$ cat config.mk
export PLATFORM = sky130hd
export DESIGN_NAME = esm
export DESIGN_NICKNAME = d
export VERILOG_FILES = /design/src/rtl/esm.sv
export SDC_FILE = /design/constraint.sdc
export NUM_CORES = 1
export LEC_CHECK = 0
export BUFFER_PORTS_ARGS = -buffer_cell sky130_fd_sc_hd__clkbuf_2
export CAP_MARGIN = 5
export CORE_MARGIN = 5
export CORE_UTILIZATION = 46
export CTS_CLUSTER_SIZE = 16
export DETAILED_ROUTE_END_ITERATION = 16
export PLACE_DENSITY = 0.78
export SYNTH_ARGS = -nofsm -noshare
export SYNTH_HDL_FRONTEND = slang
export SYNTH_SLANG_ARGS = --single-unit
$ cat constraint.sdc
create_clock -name clk -period 0.8 [get_ports clk]
set_clock_uncertainty 0.15 [all_clocks]
set_input_delay 0.04 -clock clk [delete_from_list [all_inputs] [get_ports clk]]
set_output_delay 0.04 -clock clk [all_outputs]
set_load 0.005 [all_outputs]
$ cat src/rtl/esm.sv
// Register-field scrambler between fetch and decode. It renames the rd, rs1 and rs2
// fields of RV32 instructions through a fixed rotation of the pool x1..x(bs-1).
module esm #(
  parameter int Instruction_word_size = 32,
  parameter int bs                    = 16,
  parameter int KEY                   = 3
) (
  input  logic                             clk,
  input  logic                             rst,
  input  logic [Instruction_word_size-1:0] Instr_in,
  input  logic                             RegWrite,
  input  logic                             ALUSrc,
  output logic [Instruction_word_size-1:0] Instr_out
);

  if (Instruction_word_size != 32) begin : g_bad_width
    $error("esm: Instruction_word_size must be 32");
  end
  if (bs < 3 || bs > 32) begin : g_bad_bs
    $error("esm: bs must be in 3..32");
  end
  if (KEY < 0 || KEY > bs - 2) begin : g_bad_key
    $error("esm: KEY must be in 0..bs-2");
  end

  localparam logic [6:0] OP_R     = 7'b0110011;
  localparam logic [6:0] OP_I     = 7'b0010011;
  localparam logic [6:0] OP_LD    = 7'b0000011;
  localparam logic [6:0] OP_ST    = 7'b0100011;
  localparam logic [6:0] OP_BR    = 7'b1100011;
  localparam logic [6:0] OP_JALR  = 7'b1100111;
  localparam logic [6:0] OP_JAL   = 7'b1101111;
  localparam logic [6:0] OP_LUI   = 7'b0110111;
  localparam logic [6:0] OP_AUIPC = 7'b0010111;

  // x0 and registers outside the pool map to themselves, so x0 is never disturbed.
  function automatic logic [4:0] map_const(input int r);
    if (r == 0 || r >= bs) begin
      return 5'(r);
    end
    return 5'(((r - 1 + KEY) % (bs - 1)) + 1);
  endfunction

  logic [4:0] map_lut [32];

  for (genvar i = 0; i < 32; i++) begin : g_lut
    assign map_lut[i] = map_const(i);
  end

  logic [6:0] opcode;
  logic [4:0] rd;
  logic [4:0] rs1;
  logic [4:0] rs2;
  logic       rd_en;
  logic       rs1_en;
  logic       rs2_en;
  logic [Instruction_word_size-1:0] instr_next;

  assign opcode = Instr_in[6:0];
  assign rd     = Instr_in[11:7];
  assign rs1    = Instr_in[19:15];
  assign rs2    = Instr_in[24:20];

  always_comb begin
    rd_en  = 1'b0;
    rs1_en = 1'b0;
    rs2_en = 1'b0;
    case (opcode)
      OP_R: begin
        rd_en  = RegWrite;
        rs1_en = 1'b1;
        rs2_en = !ALUSrc;
      end
      OP_I, OP_LD, OP_JALR: begin
        rd_en  = RegWrite;
        rs1_en = 1'b1;
      end
      OP_ST: begin
        rs1_en = 1'b1;
        rs2_en = 1'b1;
      end
      OP_BR: begin
        rs1_en = 1'b1;
        rs2_en = !ALUSrc;
      end
      OP_JAL, OP_LUI, OP_AUIPC: begin
        rd_en = RegWrite;
      end
      default: begin
        rd_en  = 1'b0;
        rs1_en = 1'b0;
        rs2_en = 1'b0;
      end
    endcase
  end

  // Fields that are not register indices for this opcode may carry immediate bits.
  always_comb begin
    instr_next = Instr_in;
    if (rd_en) begin
      instr_next[11:7] = map_lut[rd];
    end
    if (rs1_en) begin
      instr_next[19:15] = map_lut[rs1];
    end
    if (rs2_en) begin
      instr_next[24:20] = map_lut[rs2];
    end
  end

  always_ff @(posedge clk or negedge rst) begin
    if (!rst) begin
      Instr_out <= '0;
    end else begin
      Instr_out <= instr_next;
    end
  end

endmodule

# --- Word-level counts from Yosys, hierarchy flattened ---
# Memories as Yosys holds them, arrays and structs flattened.
# Cells that the tools add are included.
word_totals:
  ff_bits: 32
  romBits: 480
  input_bits: 36
  output_inout_bits: 32
  wordCells: 35
  mem_count: 3
op_classes:
  n_lt_le_gt_ge: 3
  eq_ne: 9
  mux: 12
  bitwise: 3
  reduce_logical: 4
mem_list:
  columns: ["name", "words", "word_bits", "rd", "rd_ports_with_merged_regs", "write_ports", "line_no", "source"]
  rows:
  - ["(name not given)", 32, 5, 1, 0, 0, "107", "instr_next[24:20] = map_lut[rs2];"]
  - ["(name not given)", 32, 5, 1, 0, 0, "104", "instr_next[19:15] = map_lut[rs1];"]
  - ["(name not given)", 32, 5, 1, 0, 0, "101", "instr_next[11:7] = map_lut[rd];"]
op_table:
  columns: ["operator", "count"]
  rows:
  - ["$mux W5", 9]
  - ["$eq A7 B6 Y1 const B", 3]
  - ["$eq A7 B7 Y1 const B", 3]
  - ["$ge A6 B6 Y1 const B", 3]
  - ["$not A5 Y6", 3]
  - ["$eq A7 B5 Y1 const B", 2]
  - ["$eq A7 B2 Y1 const B", 1]
  - ["$reduce_or A7 Y1", 1]
  - ["$reduce_or A6 Y1", 1]
  - ["$mux W1", 2]
  - ["$pmux W1 S2", 1]
  - ["$reduce_or A2 Y1", 1]
  - ["$logic_not A1 Y1", 1]

# --- Longest topological paths before layout ---
# Gate-level depths: netlist (run 1).
depth:
  depth_word: 5
  depth_mapped: 6
  depth_no_buf: 6

# --- Worst setup path after synthesis (run 1) ---
# No wires, ideal clock.
synth_timing:
  path_kind: "input to register"
  start: "input port Instr_in[5]"
  end: "register Instr_out[7]"
  arrival_time_ps: 1169
  t_required_ps: 525
  path_slack_ps: -643
  cell_stages: 4
  cell_sequence: "o21ba_2 o32ai_1 and4bb_2 mux2_2"
synth_between:
  elab_chain_len: 4
synth_lines:
  columns: ["element", "line_no", "source"]
  rows:
  - ["start: declaration", "10", "input logic [Instruction_word_size-1:0] Instr_in,"]
  - ["$eq A7 B6 Y1 (tied with other cells)", "68", "case (opcode)"]
  - ["$reduce_or A7 Y1 (no source line) *", null, null]
  - ["$mux W1 *", "68", null]
  - ["$mux W5 *", "100", "if (rd_en) begin"]
  - ["via instr_next[7]", "57", "logic [Instruction_word_size-1:0] instr_next;"]
  - ["end signal: assignment", "115", "Instr_out <= instr_next;"]
  - ["end: declaration", "13", "output logic [Instruction_word_size-1:0] Instr_out"]
# The timed path passes the listed nets; every way through them passes the cells marked *.

# --- Worst setup path in the final report (run 1) ---
layout_timing:
  start: "input port Instr_in[5]"
  end: "register Instr_out[8]"
# Same word-level chain as after synthesis.

==> results of run 1 <==
[layer usage]
layer | routed length, um | part of all wire
met5 | 0 | 0
met4 | 219 | 0.035
met3 | 510 | 0.082
met2 | 3134 | 0.51
met1 | 2322 | 0.38
[stage by stage]
stage,area (sq um),instances
after floorplan,1528,127
after CTS,2525,295
after detailed placement,2140,264
after global routing,2673,296
after global placement,2140,264
final,2673,296
[where the power goes]
part / switching, uW / total (uW) / internal [uW] / leakage [uW]
sequential: 34.5 / 1740 / 1700 / 0.000373
combinational: 427 / 885 / 457 / 0.000905
clock: 589 / 1240 / 655 / 0.0000422
total: 1050 / 3860 / 2810 / 0.00132
[path summary, 6_finish.rpt]
check | to | slack [ps] | cells after the start
worst min-delay path | Instr_out[19] | -300 | 1
max in group asynchronous | Instr_out[6] | 240 | 3
worst max-delay path | Instr_out[8] | -440 | 6
min in group asynchronous | Instr_out[0] | 80 | 3
[logic make-up after synthesis]
logic type | share of synthesized area
AOI/OAI and AO/OA | 0.1314
muxes | 0.03515
and+or+nand+nor | 0.1054
buffers and inverters | 0.03012
DFF | 0.5356
xor gates and xnor gates | 0.01172
adders and majority gates | 0.1506
[cell usage in the layout, fill, tap and decap left out, drive strengths merged, types with 2 or more instances in the layout]
master,count
clkbuf,68
buf,39
dfrtp,32
dlygate4sd3,20
ha,18
nand2,13
o21ai,9
inv,8
a211oi,6
a31oi,4
mux2i,3
nor3,3
nor2b,3
nand2b,3
xor2,2
a21oi,2
or4b,2
a41oi,2
mux2,2
nor2,2
[cell type report]
class,instances,share of cell area
Tap cell,44,0.02060
Inverter,8,0.01124
Timing Repair Buffer,121,0.3287
Clock inverter,2,0.01311
Clock buffer,6,0.01545
Multi-Input combinational cell,83,0.3113
Sequential cell,32,0.2996
[worst max-delay path, cell delays in order]
cell,delay [ps]
buf_8,100
o21ba_4,220
o32ai_4,230
and4bb_2,330
buf_6,140
mux2i_1,260
[repair_timing]
item,4_1_cts,5_1_grt
setup endpoints to repair,43,44
resized for setup,22,34
hold endpoints to repair,63,11
pin swaps,8,10
buffers inserted,3,2
==> summary.md, run 1 <==
| Metric | Value |
|---|---|
| Global placer's final weighted congestion | `0.8492` |
| Worst min path class | `input port to register` |
| Cells after Synth | `approximately 130` |
| Critical path class | `input port to register` |
| DRT iter0 DRCs | `132` |
| Worst Hold Launch | `Instr_in[19]` |
| Rows | `20` |
| Avg Vias per Cell | `5.456` |
| Syn nets | `between 150 and 200` |
| Synth warn | `0` |
| Fin Setup TNS | `-10300 ps` |
| Number of routed nets with antenna violations | `0` |
| EDFF count, synth | `0` |
| Arr. time, crit path | `1330 ps` |
| Inserted Clock Buffers | `5` |
| Final wirelength | `slightly above 6000 um` |
| Outcome | `finished with violations` |
| DRT Pass-1 Iters | `6` |
| Core area | `0.003078 sq mm` |
| Share of layout cells above drive strength 1 | `0.5635` |
| Post-route DRC | `0` |
| Post-layout minimum cycle time | `1236 ps` |
| Grt met1 use | `0.2822` |
| RSZ-0062 raised after global routing | `yes` |
| Area Growth Syn to Fin | `78.74%` |
| Synth area leader | `dfrtp_1` |
| Ant. Diodes | `0` |
| First-pass GRT wire length | `between 8000 and 9000 um` |
| Share of the yosys chip area belonging to registers | `0.5356` |
| Pwr Density | `around 1400 mW/mm^2` |
| Synth unique cells | `27` |
| Finish-stage setup viols | `46` |
| Clock buffer depth | `2` |
| Gr ovfl total | `0` |
| Syn_area_per_cell | `around 12 sq um` |
| Sink Count | `32` |
| Post-layout util | `0.8683` |
| Max-Cap Viols | `0` |
| Die height | `approximately 67 um` |
| FF/Latch Area | `800.8 sq um` |
| CTS tree | `done` |
| Largest registers | `Instr_out: 32 flops` |
| Post-layout net count | `just over 300` |
| Worst slew pin tran | `between 300 and 400 ps` |
| Initial antenna violation count | `0` |
| Number of port buffers | `67` |
| Hold buffers post-CTS | `20` |
| FF+latch count, synth | `32` |
| Largest Register | `Instr_out` |
| Final HPWL DP | `2983 um` |
| Asr flop ratio synth | `1.000` |
| Final setup margin | `-435.9 ps` |
| P_leak | `roughly 0.0013 uW` |
| Die ar. | `about 0.0045 sq mm` |
| Clk slew on worst S/H paths | `approximately 100 ps` |
| Share of the synthesized area in the top cell type | `0.5356` |
| Initial core utilization | `0.4858` |
| Met3 GRT Util | `0.07757` |
| CTS H-tree depth | `2` |
| Peak supply drop | `0.001160 V` |
| Tot Pwr | `around 3900 uW` |
| Hold Fails Final Rpt | `10` |
| Place WS | `-728.4 ps` |
| Violations in the final reports | `hold timing, setup timing` |
| Count leader, synth | `dfrtp_1` |
| Max-slew headroom | `0.7681` |
| Pins Over Slew Limit | `0` |
| Fillcell total | `140` |
| Max Fanout on Critical Path | `3` |
| Period utilization | `1.545` |
| CP startpoint kind | `input port` |
| Multi-input gate area | `approximately 830 sq um` |
| DIE WIDTH | `67.01 um` |
| Global route hottest layer | `met2` |
| Clock tree root buffer cell | `clkbuf_4` |
| Pin count of the biggest net entering global routing | `33` |
| Worst setup startpoint | `Instr_in[5]` |
| Ports | `slightly below 70` |
| Fmax | `between 800 and 900 MHz` |
| GRT Total Usage | `0.2612` |
| Flip-flop count of the largest register after layout | `32` |
| Synth area leaders | `dfrtp_1 54%, ha_1 15%, nand2_1 3.3%` |
| Most frequent cells after synthesis | `32 x dfrtp_1, 18 x ha_1, 13 x nand2_1` |
| Total number of vias | `between 1500 and 2000` |
| Critical Path RT | `~900 ps` |
| WL/cell | `20.90 um` |
| Vias in the first global route | `1658` |
| Met2 Use GR | `0.4883` |
| Synthesized area | `around 0.0015 sq mm` |
| Final hold slack | `-300.9 ps` |
| Prevailing post-synth register cell | `dfrtp_1` |
| CP endpoint kind | `register` |
No activity file was read; power rests on OpenSTA's default activity.
==> run 2, diff against run 1 <==
--- a/config.mk
+++ b/config.mk
@@ -11,7 +11,7 @@
 export CORE_UTILIZATION = 46
 export CTS_CLUSTER_SIZE = 16
 export DETAILED_ROUTE_END_ITERATION = 16
-export PLACE_DENSITY = 0.78
+export PLACE_DENSITY_LB_ADDON = 0.3
 export SYNTH_ARGS = -nofsm -noshare
 export SYNTH_HDL_FRONTEND = slang
 export SYNTH_SLANG_ARGS = --single-unit
==> summary.md, run 2 (synthesized netlist as in run 1, its figures left out) <==
| Metric | Value |
|---|---|
| Sw Share | `0.2661 (was 0.2719)` |
| Core area | `0.003078 sq mm (unchanged)` |
| RSZ-0062 raised after global routing | `yes (unchanged)` |
| CP endpoint kind | `register (unchanged)` |
| Critical path class | `input port to register (unchanged)` |
| CTS H-tree depth | `2 (unchanged)` |
| Worst path bufs/invs | `1 (was 2)` |
| Share of layout cells above drive strength 1 | `0.5231 (was 0.5635)` |
| Commonest non-fill, non-tap cell in the layout | `clkbuf_2 (unchanged)` |
| Number of port buffers | `67 (unchanged)` |
| DRT iter0 DRCs | `74 (was 132)` |
| Pins Over Slew Limit | `0 (unchanged)` |
| Clock buffer depth | `2 (unchanged)` |
| Largest registers | `Instr_out: 32 flops (unchanged)` |
| Worst path slowest cell | `or4b_1 (was and4bb_2)` |
| Final setup margin | `-368.9 ps (was -435.9 ps)` |
| Final hold slack | `-161.8 ps (was -300.9 ps)` |
| Area Growth Syn to Fin | `80.33% (was 78.74%)` |
| Pwr Density | `1353 mW/mm^2 (was 1446 mW/mm^2)` |
| Most frequent cells in the layout | `61 x clkbuf_2, 34 x buf_4, 32 x dfrtp_1 (was 61 x clkbuf_2, 32 x dfrtp_1, 29 x buf_4)` |
| Number of routed nets with antenna violations | `0 (unchanged)` |
| CTS tree | `done (unchanged)` |
| Finished Layout Cells | `304 (was 296)` |
| Period utilization | `1.461 (was 1.545)` |
| Clk slew on worst S/H paths | `90 ps (was 100 ps)` |
| Fillcell total | `146 (was 140)` |
| Comb power frac | `0.239 (was 0.229)` |
| Ant. Diodes | `0 (unchanged)` |
| DIE WIDTH | `67.01 um (unchanged)` |
| Total number of vias | `1558 (was 1615)` |
| Flip-flop count of the largest register after layout | `32 (unchanged)` |
| CP startpoint kind | `input port (unchanged)` |
| Placed Cells incl. Taps | `271 (was 264)` |
| Worst min path class | `input port to register (unchanged)` |
| Post-layout net count | `314 (was 305)` |
| Finish-stage setup viols | `45 (was 46)` |
| Post-layout util | `0.8760 (was 0.8683)` |
| Final wirelength | `5473 um (was 6187 um)` |
| GRT Total Usage | `0.2425 (was 0.2612)` |
| Sink Count | `32 (unchanged)` |
| Crit-path cells | `buf_6 > nand3b_1 > a2111o_1 > or4b_1 > nand2_1 (was buf_8 > o21ba_4 > o32ai_4 > and4bb_2 > buf_6 > mux2i_1)` |
| Max stage delay on crit path | `510 ps (was 330 ps)` |
| Internal Power | `2676 uW (was 2814 uW)` |
| Arr. time, crit path | `1300 ps (was 1330 ps)` |
| Initial core utilization | `0.4858 (unchanged)` |
| Final HPWL DP | `2992 um (was 2983 um)` |
| DRT Pass-1 Iters | `4 (was 6)` |
| Worst slew pin tran | `278.8 ps (was 346.2 ps)` |
| P_leak | `0.001364 uW (was 0.001320 uW)` |
| Violations in the final reports | `hold timing, setup timing (unchanged)` |
| Max-Cap Viols | `0 (unchanged)` |
| First-pass GRT wire length | `7914 um (was 8528 um)` |
| Rows | `20 (unchanged)` |
| Clock power frac | `0.285 (was 0.322)` |
| Initial antenna violation count | `0 (unchanged)` |
| Fmax | `855.5 MHz (was 809.1 MHz)` |
| Hold buffers post-CTS | `22 (was 20)` |
| Pin count of the biggest net entering global routing | `33 (unchanged)` |
| Max Fanout on Critical Path | `2 (was 3)` |
| Post-route DRC | `0 (unchanged)` |
| Avg Vias per Cell | `5.125 (was 5.456)` |
| Post-layout minimum cycle time | `1169 ps (was 1236 ps)` |
| Hold Fails Final Rpt | `9 (was 10)` |
| Max-slew headroom | `0.8122 (was 0.7681)` |
| Critical Path RT | `930 ps (was 900 ps)` |
| Sw Pwr | `970.6 uW (was 1051 uW)` |
| Die ar. | `0.004490 sq mm (unchanged)` |
| Global placer's final weighted congestion | `0.8405 (was 0.8492)` |
| Seq pwr share | `0.476 (was 0.449)` |
| WL/cell | `18.00 um (was 20.90 um)` |
| FF/Latch Area | `800.8 sq um (unchanged)` |
| Peak supply drop | `0.0007642 V (was 0.001160 V)` |
| Inserted Clock Buffers | `5 (unchanged)` |
| Vias in the first global route | `1694 (was 1658)` |
| Clock tree root buffer cell | `clkbuf_4 (unchanged)` |
| Ports | `68 (unchanged)` |
| Gr ovfl total | `0 (unchanged)` |
| Die height | `67.01 um (unchanged)` |
| Outcome | `finished with violations (unchanged)` |
| Multi-input gate area | `772.0 sq um (was 832.0 sq um)` |
| Family with the most delay on the worst path | `simple AND/OR/NAND/NOR gates (was compound AO/OA/AOI/OAI gates)` |
| Largest Register | `Instr_out (unchanged)` |
[run 2: final timing paths]
kind	slack [ps]	depth (start not counted)	start	to
worst max-delay path	-370	5	Instr_in[3]	Instr_out[18]
max in group asynchronous	280	3	rst	Instr_out[31]
min in group asynchronous	50	3	rst	Instr_out[20]
worst min-delay path	-160	3	Instr_in[18]	Instr_out[18]
[run 2: power groups by stage]
stage / combinational [uW] / clock [uW] / sequential (uW)
finish: 871 / 1040 / 1740
global route: 941 / 1120 / 1740
CTS: 792 / 1030 / 1720
detailed placement: 639 / 0 / 1760
global placement: 605 / 0 / 1750
floorplan: 197 / 0 / 1770
[run 2: what timing repair did]
item | CTS | global route
pin swaps | 9 | 4
resized for setup | 21 | 15
setup endpoints to repair | 44 | 45
hold endpoints to repair | 63 | 9
setup buffers | 3 | 1
[run 2: through the flow]
step | hold WS [ps] | instance area, sq um | power [uW] | TNS [ps] | worst slack [ps]
CTS | -174.1 | 2619 | 3543 | -8889 | -322.2
detailed placement | -138.1 | 2192 | 2397 | -7027 | -693.6
floorplan | -405.6 | 1528 | 1966 | -4111 | -572.1
global route | -177.2 | 2696 | 3806 | -11070 | -372.9
global placement | -142.9 | 2192 | 2359 | -6543 | -669.7
finish | -161.8 | 2696 | 3647 | -9767 | -368.9
[run 2: area by class of cell]
class,instances,area share
tap,44,0.02042
inverter,8,0.01206
multi-input combinational,83,0.2863
clock buffer,7,0.02413
timing repair buffer,130,0.3601
sequential,32,0.2970
[run 2: metal layers]
layer	track usage	vias to the layer above	part of all wire
li1	-	712	-
met1	0.2338	764	0.36
met2	0.4564	63	0.56
met3	0.05565	19	0.045
met4	0.1468	0	0.031
met5	0	-	0
